<file path="src/rtl/mem_port_arbiter_pkg.sv">
// -----------------------------------------------------------------------------
// mem_arb_pkg
// Shared constants and types for the main-memory port arbiter. It holds:
//   - the default sizing (requester count, index width, hold limit, counter width)
//   - the arbiter state encoding
//   - the requester index constants (PROC1..PROC8 map to the 4 cores x I/D)
//   - small helpers for one-hot grant encoding and modulo pointer stepping
// -----------------------------------------------------------------------------
package mem_arb_pkg;

  localparam int N_REQ    = 8;   // round-robin requesters
  localparam int PTR_W    = 3;   // width of a requester index
  localparam int MAX_HOLD = 64;  // longest a round-robin grant may be held
  localparam int CNT_W    = 7;   // hold counter width, must reach MAX_HOLD-1

  // Arbiter states. IDLE is the only state in which arbitration happens.
  typedef enum logic [1:0] {
    IDLE  = 2'd0,
    GRANT = 2'd1,
    HP    = 2'd2,
    TURN  = 2'd3
  } state_t;

  // Requester index constants (core0 I/D, core1 I/D, ...).
  localparam int PROC1 = 0;
  localparam int PROC2 = 1;
  localparam int PROC3 = 2;
  localparam int PROC4 = 3;
  localparam int PROC5 = 4;
  localparam int PROC6 = 5;
  localparam int PROC7 = 6;
  localparam int PROC8 = 7;

  // One-hot grant vector for a requester index.
  function automatic logic [N_REQ-1:0] onehot(input logic [PTR_W-1:0] id);
    return {{(N_REQ-1){1'b0}}, 1'b1} << id;
  endfunction

  // Index following id, wrapping at N_REQ (works for non-power-of-two counts).
  function automatic logic [PTR_W-1:0] next_idx(input logic [PTR_W-1:0] id);
    return PTR_W'((int'(id) + 1) % N_REQ);
  endfunction

endpackage

</file>
<file path="src/rtl/mem_port_arbiter_if.sv">
// -----------------------------------------------------------------------------
// mem_port_arbiter_if
// Request/grant bundle between the L1 controllers (plus the snoop writeback
// path) and the main-memory port arbiter.
//   req       N_REQ  level request per round-robin requester
//   hp_req    1      high-priority snoop writeback/flush request, level
//   gnt       N_REQ  one-hot grant, registered
//   hp_gnt    1      high-priority grant, registered
//   gnt_valid 1      any gnt bit set
//   gnt_id    PTR_W  index of the granted requester, 0 when none
//   timeout   1      one-cycle pulse after a grant is revoked by the hold limit
//   busy      1      arbiter not in IDLE
// Modports: master = requester side, slave = arbiter side.
// -----------------------------------------------------------------------------
interface mem_port_arbiter_if;
  import mem_arb_pkg::*;

  logic [N_REQ-1:0] req;
  logic             hp_req;
  logic [N_REQ-1:0] gnt;
  logic             hp_gnt;
  logic             gnt_valid;
  logic [PTR_W-1:0] gnt_id;
  logic             timeout;
  logic             busy;

  modport master (
    output req,
    output hp_req,
    input  gnt,
    input  hp_gnt,
    input  gnt_valid,
    input  gnt_id,
    input  timeout,
    input  busy
  );

  modport slave (
    input  req,
    input  hp_req,
    output gnt,
    output hp_gnt,
    output gnt_valid,
    output gnt_id,
    output timeout,
    output busy
  );

endinterface

</file>
<file path="src/rtl/mem_port_arbiter_rr_pick.sv">
// -----------------------------------------------------------------------------
// rr_pick
// Combinational rotate-priority finder. Scans req starting at rr_ptr and
// wrapping modulo N, and returns the first set index.
//   req     in  N  request vector
//   rr_ptr  in  W  index that currently has highest priority
//   any     out 1  at least one request is set
//   pick_id out W  winning index (0 when any=0)
// Kept free of arbiter state so the snoop-bus arbiter can reuse it.
// -----------------------------------------------------------------------------
module rr_pick
  import mem_arb_pkg::*;
#(
  parameter int N = N_REQ,
  parameter int W = PTR_W
) (
  input  logic [N-1:0] req,
  input  logic [W-1:0] rr_ptr,
  output logic         any,
  output logic [W-1:0] pick_id
);

  // cand_id[k] is the index examined at priority position k; cand_req[k] is
  // its request bit. Position 0 is the highest priority.
  logic [W-1:0] cand_id [N];
  logic [N-1:0] cand_req;

  genvar gi;
  generate
    for (gi = 0; gi < N; gi++) begin : g_rot
      assign cand_id[gi]  = W'((int'(rr_ptr) + gi) % N);
      assign cand_req[gi] = req[cand_id[gi]];
    end
  endgenerate

  assign any = |req;

  // Walk from lowest to highest priority so the last hit (highest priority)
  // wins; avoids a break and synthesises to a plain priority mux.
  always_comb begin
    pick_id = '0;
    for (int i = N - 1; i >= 0; i--) begin
      if (cand_req[i]) begin
        pick_id = cand_id[i];
      end
    end
  end

endmodule

</file>
<file path="src/rtl/mem_port_arbiter.sv">
// -----------------------------------------------------------------------------
// mem_port_arbiter
// Shares the single main-memory port between 8 L1 controllers (round-robin)
// and the high-priority snoop writeback path.
//   clk  in   system clock, all logic on posedge
//   rst  in   synchronous active-high reset
//   bus  slave modport of mem_port_arbiter_if (req/hp_req in,
//        gnt/hp_gnt/gnt_valid/gnt_id/timeout/busy out, all registered)
// Behaviour summary:
//   - Arbitration only in IDLE; hp_req beats any round-robin request.
//   - A round-robin grant is held while its req stays high, for at most
//     MAX_HOLD cycles; a forced revocation pulses timeout for one cycle.
//   - hp grants are held while hp_req stays high, with no limit, and never
//     preempt a round-robin grant.
//   - Every grant release is followed by a TURN cycle, then IDLE, giving at
//     least two dead cycles for bus turnaround.
// -----------------------------------------------------------------------------
module mem_port_arbiter
  import mem_arb_pkg::*;
(
  input  logic                      clk,
  input  logic                      rst,
  mem_port_arbiter_if.slave         bus
);

  // ---------------------------------------------------------------------------
  // State and output registers
  // ---------------------------------------------------------------------------
  state_t           state_reg;
  logic [PTR_W-1:0] rr_ptr_reg;
  logic [CNT_W-1:0] hold_cnt_reg;
  logic [N_REQ-1:0] gnt_reg;
  logic             hp_gnt_reg;
  logic             gnt_valid_reg;
  logic [PTR_W-1:0] gnt_id_reg;
  logic             timeout_reg;
  logic             busy_reg;

  // ---------------------------------------------------------------------------
  // Round-robin pick for the IDLE arbitration
  // ---------------------------------------------------------------------------
  logic             pick_any;
  logic [PTR_W-1:0] pick_id;

  rr_pick #(
    .N (N_REQ),
    .W (PTR_W)
  ) u_rr_pick (
    .req     (bus.req),
    .rr_ptr  (rr_ptr_reg),
    .any     (pick_any),
    .pick_id (pick_id)
  );

  // ---------------------------------------------------------------------------
  // Grant release conditions while in GRANT
  // ---------------------------------------------------------------------------
  logic             owner_req;
  logic             hold_expired;
  logic             release_grant;
  logic [PTR_W-1:0] rr_ptr_next;

  assign owner_req     = bus.req[gnt_id_reg];
  // hold_cnt is 0 on the first granted cycle, so reaching MAX_HOLD-1 means
  // the grant has been visible for exactly MAX_HOLD cycles.
  assign hold_expired  = (hold_cnt_reg == CNT_W'(MAX_HOLD - 1));
  assign release_grant = !owner_req || hold_expired;
  // The requester after the one being released gets first look next time.
  assign rr_ptr_next   = next_idx(gnt_id_reg);

  // ---------------------------------------------------------------------------
  // FSM with registered outputs
  // ---------------------------------------------------------------------------
  always_ff @(posedge clk) begin
    if (rst) begin
      state_reg     <= IDLE;
      rr_ptr_reg    <= '0;
      hold_cnt_reg  <= '0;
      gnt_reg       <= '0;
      hp_gnt_reg    <= 1'b0;
      gnt_valid_reg <= 1'b0;
      gnt_id_reg    <= '0;
      timeout_reg   <= 1'b0;
      busy_reg      <= 1'b0;
    end else begin
      // timeout is a single-cycle pulse; only the revoking edge sets it.
      timeout_reg <= 1'b0;

      case (state_reg)
        IDLE: begin
          if (bus.hp_req) begin
            state_reg  <= HP;
            hp_gnt_reg <= 1'b1;
            busy_reg   <= 1'b1;
          end else if (pick_any) begin
            state_reg     <= GRANT;
            gnt_reg       <= onehot(pick_id);
            gnt_id_reg    <= pick_id;
            gnt_valid_reg <= 1'b1;
            hold_cnt_reg  <= '0;
            busy_reg      <= 1'b1;
          end
        end

        GRANT: begin
          if (release_grant) begin
            state_reg     <= TURN;
            gnt_reg       <= '0;
            gnt_valid_reg <= 1'b0;
            gnt_id_reg    <= '0;
            hold_cnt_reg  <= '0;
            rr_ptr_reg    <= rr_ptr_next;
            // A voluntary drop takes precedence: only a requester still
            // asking at the limit sees the timeout.
            timeout_reg   <= owner_req;
          end else begin
            hold_cnt_reg <= hold_cnt_reg + 1'b1;
          end
        end

        HP: begin
          if (!bus.hp_req) begin
            state_reg  <= TURN;
            hp_gnt_reg <= 1'b0;
          end
        end

        TURN: begin
          state_reg <= IDLE;
          busy_reg  <= 1'b0;
        end

        default: begin
          state_reg <= IDLE;
          busy_reg  <= 1'b0;
        end
      endcase
    end
  end

  // ---------------------------------------------------------------------------
  // Outputs
  // ---------------------------------------------------------------------------
  assign bus.gnt       = gnt_reg;
  assign bus.hp_gnt    = hp_gnt_reg;
  assign bus.gnt_valid = gnt_valid_reg;
  assign bus.gnt_id    = gnt_id_reg;
  assign bus.timeout   = timeout_reg;
  assign bus.busy      = busy_reg;

endmodule

</file>
<file path="src/flat_wrapper.sv">
// flat-port wrapper written by rule: the top's interface ports become plain ports
module mem_port_arbiter_flat import mem_arb_pkg::*;
  (clk, rst, bus_req, bus_hp_req, bus_gnt, bus_hp_gnt, bus_gnt_valid, bus_gnt_id, bus_timeout, bus_busy);
  mem_port_arbiter_if bus_i ();
  input  logic clk;
  input  logic rst;
  input wire logic [$bits(bus_i.req)-1:0] bus_req;
  input wire logic [$bits(bus_i.hp_req)-1:0] bus_hp_req;
  output wire logic [$bits(bus_i.gnt)-1:0] bus_gnt;
  output wire logic [$bits(bus_i.hp_gnt)-1:0] bus_hp_gnt;
  output wire logic [$bits(bus_i.gnt_valid)-1:0] bus_gnt_valid;
  output wire logic [$bits(bus_i.gnt_id)-1:0] bus_gnt_id;
  output wire logic [$bits(bus_i.timeout)-1:0] bus_timeout;
  output wire logic [$bits(bus_i.busy)-1:0] bus_busy;
  assign bus_i.req = bus_req;
  assign bus_i.hp_req = bus_hp_req;
  assign bus_gnt = bus_i.gnt;
  assign bus_hp_gnt = bus_i.hp_gnt;
  assign bus_gnt_valid = bus_i.gnt_valid;
  assign bus_gnt_id = bus_i.gnt_id;
  assign bus_timeout = bus_i.timeout;
  assign bus_busy = bus_i.busy;
  mem_port_arbiter u_core (.clk(clk), .rst(rst), .bus(bus_i));
endmodule
</file>
<file path="config.mk">
export PLATFORM = sky130hd
export DESIGN_NAME = mem_port_arbiter_flat
export DESIGN_NICKNAME = d
export VERILOG_FILES = /design/src/rtl/mem_port_arbiter_pkg.sv /design/src/rtl/mem_port_arbiter_if.sv /design/src/rtl/mem_port_arbiter_rr_pick.sv /design/src/rtl/mem_port_arbiter.sv /design/src/flat_wrapper.sv
export SDC_FILE = /design/constraint.sdc
export NUM_CORES = 1
export LEC_CHECK = 0
export CAP_MARGIN = 10
export CORE_UTILIZATION = 50
export CTS_BUF_LIST = sky130_fd_sc_hd__clkbuf_4
export DETAILED_ROUTE_END_ITERATION = 6
export GPL_TIMING_DRIVEN = 0
export PLACE_DENSITY_LB_ADDON = 0.05
export SLEW_MARGIN = 20
export SYNTH_ARGS = -nofsm -noshare
export SYNTH_HDL_FRONTEND = slang
export SYNTH_SLANG_ARGS = --single-unit
</file>
<file path="constraint.sdc">
create_clock -name clk -period 6.79 [get_ports clk]
set_clock_uncertainty 0.2 [all_clocks]
set_input_delay 0.679 -clock clk [delete_from_list [all_inputs] [get_ports clk]]
set_output_delay 0.679 -clock clk [all_outputs]
set_load 0.02 [all_outputs]
</file>
==> results of run 1 <==
-- report_power, final --
group	leakage, nW	internal, mW	switching [mW]	total, mW
clock	0.0139	0.0226	0.0496	0.0722
sequential	0.220	0.191	0.0251	0.217
combinational	0.641	0.205	0.270	0.475
-- worst max-delay path: stages, from the launching register on --
cell      delay [ps]
dfxtp_1          410
buf_1            460
inv_1            270
ha_1             380
buf_4            200
mux2i_1          160
mux4_1           570
or3_1            370
a2111o_1         460
a31oi_4          270
inv_2            100
o41ai_2          360
-- cell usage after synthesis, drive strengths merged, types with 2 or more instances --
master	number	area, µm²
dfxtp	27	540.5
nand2	23	86.33
nor2	23	86.33
a21oi	13	65.06
mux4	13	307.8
o21ai	13	65.06
inv	11	41.29
mux2i	10	100.1
ha	8	100.1
a22o	7	61.31
clkbuf	7	26.28
xor2	6	52.55
nand3	5	25.02
nor3	5	25.02
a31oi	4	40.04
a32o	4	40.04
buf	4	26.28
mux2	4	45.04
xnor2	4	35.03
a21o	3	22.52
a211oi	2	15.01
a31o	2	17.52
nand2b	2	12.51
nor2b	2	12.51
nor4	2	12.51
o211ai	2	15.01
o21a	2	15.01
o41ai	2	25.03
or3	2	12.51
-- stage by stage --
| stage | cell area (µm²) | power, mW |
|---|---|---|
| after global routing | 2360 | 0.8301 |
| after floorplan | 2019 | 0.5691 |
| after detailed placement | 2330 | 0.6914 |
| after CTS | 2360 | 0.7657 |
| final | 2360 | 0.7639 |
| after global placement | 2330 | 0.6874 |
-- cell type report --
class                           instances  area (µm²)
Buffer                                 11       52.55
Clock buffer                            3       22.52
Clock inverter                          1       7.507
Fill cell                             340        1411
Inverter                               11       41.29
Multi-Input combinational cell        174        1385
Sequential cell                        27       540.5
Tap cell                               48       60.06
Timing Repair Buffer                   25       250.2
-- routing by layer --
metal  GRT usage  up-vias
li1            -      898
met1      0.3079      848
met2      0.3840       33
met3     0.03472       10
met4      0.1033        0
met5           0        -
-- worst paths after layout --
| path | to | depth (start not counted) |
|---|---|---|
| max | u_core.bus.gnt[2] | 11 |
| min | u_core.bus.gnt_valid | 2 |
| max reg2reg | u_core.bus.gnt[2] | 11 |
| min reg2reg | u_core.bus.gnt_valid | 2 |
-- cells by family (layout without fill, tap and decap cells) --
group,after synthesis,count (layout),synth area share
adders and majority gates,8,8,0.04957
AOI/OAI and AO/OA,62,62,0.2231
xor gates and xnor gates,10,10,0.04337
muxes,27,27,0.2243
DFF,27,27,0.2677
buffers and inverters,22,51,0.04647
and+or+nand+nor,67,67,0.1456
==> flow_metrics.py, run 1 <==
metrics = {
    "run_status": {
        "outcome": "finished clean",
    },
    "layout": {
        "n_antenna_cell": 0,
        "drive_above_1_share": 0.09524,
        "final_util": 0.6257,
        "finalNonFillerCells": 300,
        "nets": 272,
        "largest_reg_flops": 8,
        "final_cell_mix": "dfxtp_1, clkdlybuf4s50_1, nand2_1, nor2_1, a21oi_1",
        "synthToLayoutAreaGrowth_pct": 16.85,
        "final_common_cell": "dfxtp_1",
    },
    "setup_path": {
        "r2r_start": "u_core.rr_ptr_reg[1]",
        "crit_start": "u_core.rr_ptr_reg[1]",
        "crit_type": "reg2reg",
        "crit_path_end_kind": "flip-flop",
        "arrival_ps": 4340,
        "cp_data_required_time_ps": 6830,
        "start_kind": "flip-flop",
        "r2r_setup_slack_ps": 2500,
        "critPathMaxFanout": 10,
    },
    "clock_network": {
        "clock-sinks": 27,
        "clockRootBuffer": "clkbuf_4",
        "cts_buffers": 3,
        "cts_setup_buffers": 0,
        "ctsResizeCount": 0,
        "cts_tree": "built",
        "clockBufferDepth": 2,
        "clkLatencyLatePin_ps": 330,
        "cts-htree-levels": 1,
        "holdBufCountCts": 0,
        "clk_pin_slew_worst_paths_ps": 150,
    },
    "floorplan": {
        "start_util": 0.5355,
        "core_um2": 3771,
        "die_h_um": 65.55,
        "ios": 26,
        "die_x_um": 65.55,
        "dieArea_um2": 4297,
        "fp-row-count": 22,
    },
    "drt": {
        "vias": 1789,
        "met1Wirelength_um": 2119,
        "wl_met3_um": 121,
        "highest_layer": "met4",
        "drc_errors": 0,
        "route.final.wire_length_um": 4461,
        "drtIter0Drc": 86,
        "antenna_left": 0,
        "dr_wl_met2_um": 2128,
        "wl_per_cell_um": 14.87,
        "via_per_inst": 5.963,
        "first_pass_iters": 4,
    },
    "timing": {
        "worst_pin_slew_ps": 557.9,
        "hold_viol": 0,
        "fmax_mhz": 232.9,
        "max_slew_margin": 0.6281,
        "slew_violations": 0,
        "fin_hold_ws_ps": 257.7,
        "setup_viol": 0,
        "rsz0062_at_grt": "no",
        "worst_slack_ps": 2496,
        "post-route-min-period_ps": 4294,
        "fin_setup_tns_ps": 0,
        "fin_crit_sh": 0.6324,
    },
    "logic_synthesis": {
        "ys_ff_latch": 27,
        "syn-num-nets": 242,
        "netlist_instances": 223,
        "ys_types": 47,
        "postSynthAreaPerCell_um2": 9.056,
        "synthArstFlopShare": 0,
        "ys_seq_area_frac": 0.2677,
        "synth-edff-count": 0,
        "syn_area_um2": 2019,
        "ys_warn_count": 0,
        "ys.flop_type": "dfxtp_1",
    },
    "place": {
        "place_inst": 296,
        "portBuffers": 25,
        "dpl.hpwl_um": 3374,
        "dp_slack_ps": 2544,
        "place_congestion": 0.8556,
    },
    "grt": {
        "grt_pass1_wl_um": 7845,
        "grt_max_degree": 17,
        "antenna_found_initial": 0,
        "grt_pass1_vias": 1676,
        "gr-usage-all-layers": 0.2356,
        "grt-ovfl-total": 0,
    },
    "worst_hold_path": {
        "hp-class": "reg2reg",
        "min_from": "u_core.bus.gnt_valid",
    },
    "power": {
        "ir_drop_uv": 210.6,
        "leakagePower_nw": 0.8751,
        "power_density_nw_per_um2": 323.7,
    },
    "flow_run": {
        "maxCapViolCount": 0,
    },
}
Note: power is estimated with default switching activity, not from simulation.
==> inputs of run 2 (changes only) <==
- clock period: 6.79 -> 3.95 ns (I/O delays scaled with it)
==> flow_metrics.py, run 2 (synthesis results as in run 1) <==
metrics = {
    "power": {
        "power_frac_comb": 0.626,
        "ir_drop_uv": 367.3,
        "pwr-share-seq": 0.280,
        "leakagePower_nw": 0.8849,
        "p_total_mw": 1.328,
        "power_density_nw_per_um2": 559.4,
        "swShare": 0.4481,
        "clkPwrFrac": 0.094,
        "p_sw_mw": 0.5953,
        "p_int_mw": 0.7332,
    },
    "layout": {
        "nets": 273,
        "final_util": 0.6297,
        "seq_area_um2": 540.5,
        "fill_cells": 341,
        "multi_input_area_um2": 1381,
        "largest_reg_flops": 8,
        "final_common_cell": "dfxtp_1",
        "drive_above_1_share": 0.1107,
        "design_area_um2": 2375,
        "final_cell_mix": "dfxtp_1, clkdlybuf4s50_1, nand2_1, nor2_1, a21oi_1",
        "synthToLayoutAreaGrowth_pct": 17.60,
        "n_antenna_cell": 0,
    },
    "floorplan": {
        "ios": 26,
        "dieArea_um2": 4297,
        "core_um2": 3771,
        "die_x_um": 65.55,
        "start_util": 0.5355,
        "die_h_um": 65.55,
        "fp-row-count": 22,
    },
    "setup_path": {
        "critPathMaxFanout": 10,
        "cp_top_family": "compound AO/OA/AOI/OAI gates",
        "cp_slowest_stage_delay_ps": 510,
        "crit_type": "reg2reg",
        "arrival_ps": 3830,
        "cp_data_required_time_ps": 4000,
        "r2r_setup_slack_ps": 170,
        "cp_cell_sequence": "buf_4 > inv_1 > ha_1 > buf_4 > mux2i_1 > mux4_2 > or3_1 > a2111o_1 > a31oi_4 > inv_2 > o41ai_2",
        "start_kind": "flip-flop",
        "critPathBufInv": 4,
        "cp_slowest_cell": "mux4_2",
        "cp_common_cell": "buf_4",
        "crit_path_end_kind": "flip-flop",
    },
    "timing": {
        "fin_hold_ws_ps": 257.6,
        "worst_pin_slew_ps": 521.9,
        "fmax_mhz": 264.5,
        "max_slew_margin": 0.6504,
        "fin_crit_sh": 0.9572,
        "hold_viol": 0,
        "setup_viol": 0,
        "slew_violations": 0,
        "post-route-min-period_ps": 3781,
        "rsz0062_at_grt": "no",
    },
    "clock_network": {
        "clk_pin_slew_worst_paths_ps": 150,
        "clock-sinks": 27,
        "cts-htree-levels": 1,
        "cts_tree": "built",
        "cts_buffers": 3,
        "clkLatencyLatePin_ps": 340,
        "clockRootBuffer": "clkbuf_4",
        "clockBufferDepth": 2,
    },
    "drt": {
        "drtIter0Drc": 108,
        "wl_per_cell_um": 14.76,
        "antenna_left": 0,
        "vias": 1778,
        "via_per_inst": 5.907,
        "drc_errors": 0,
        "first_pass_iters": 4,
        "route.final.wire_length_um": 4442,
    },
    "grt": {
        "grt-ovfl-total": 0,
        "gr-usage-all-layers": 0.2345,
        "antenna_found_initial": 0,
        "grt_pass1_wl_um": 7817,
        "grt_pass1_vias": 1674,
        "grt_max_degree": 17,
    },
    "place": {
        "dpl.hpwl_um": 3374,
        "place_congestion": 0.8556,
        "portBuffers": 25,
        "placed_area_um2": 2330,
    },
    "run_status": {
        "outcome": "finished clean",
    },
    "worst_hold_path": {
        "hp-class": "reg2reg",
    },
    "flow_run": {
        "maxCapViolCount": 0,
    },
}
==> run 2: changes by cell type in the layout (fill, tap and decap cells not counted), sizes merged <==
cell,previous run,this run
clkbuf,10,9
buf,4,6
==> run 2: power groups by stage <==
stage	logic (mW)	clock network, mW	registers [mW]
after floorplan	0.563	0	0.416
after global placement	0.803	0	0.379
after detailed placement	0.809	0	0.380
after CTS	0.816	0.129	0.374
after global routing	0.923	0.138	0.383
final	0.831	0.125	0.372
==> run 2: area by class of cell <==
| type | count | area share |
|---|---|---|
| buffer | 11 | 0.02687 |
| clock buffer | 3 | 0.009484 |
| clock inverter | 1 | 0.003161 |
| inverter | 11 | 0.01739 |
| multi-input combinational | 174 | 0.5817 |
| sequential | 27 | 0.2276 |
| tap | 48 | 0.02529 |
| timing repair buffer | 26 | 0.1085 |
==> run 2: timing repair <==
item / CTS / global route
endpoints found under the setup margin: 6 / 3
endpoints found under the hold margin: 0 / 0
pin swaps: 0 / 1
buffers inserted: 0 / 1
hold buffers: 0 / 0
gates resized for setup: 4 / 3
==> run 2: tightest hold or removal path, delay by kind of cell, from the launching register on <==
family           cells  cell delay (ps)
DFF                  1              340
and+or+nand+nor      2               90
==> run 2: final timing paths <==
check / cells after the start / to / start
max: 11 / u_core.bus.gnt[2] / u_core.rr_ptr_reg[1]
min reg2reg: 2 / u_core.bus.gnt_valid / u_core.bus.gnt_valid
max reg2reg: 11 / u_core.bus.gnt[2] / u_core.rr_ptr_reg[1]
min: 2 / u_core.bus.gnt_valid / u_core.bus.gnt_valid
==> run 2: per-layer routing <==
| metal | GRT usage | share of wire | routed length [µm] |
|---|---|---|---|
| met1 | 0.3035 | 0.47 | 2078 |
| met4 | 0.1033 | 0.024 | 108 |
| met2 | 0.3853 | 0.47 | 2100 |
| met5 | 0 | 0 | 0 |
| met3 | 0.03472 | 0.035 | 155 |
==> run 2: through the flow <==
stage,TNS [ps],std cells,setup slack [ps]
final,0,301,169.1
after floorplan,0,223,233.9
after global routing,0,301,3.222
after global placement,-590.3,296,-230.5
after detailed placement,-708.5,296,-296.4
after CTS,0,300,39.13
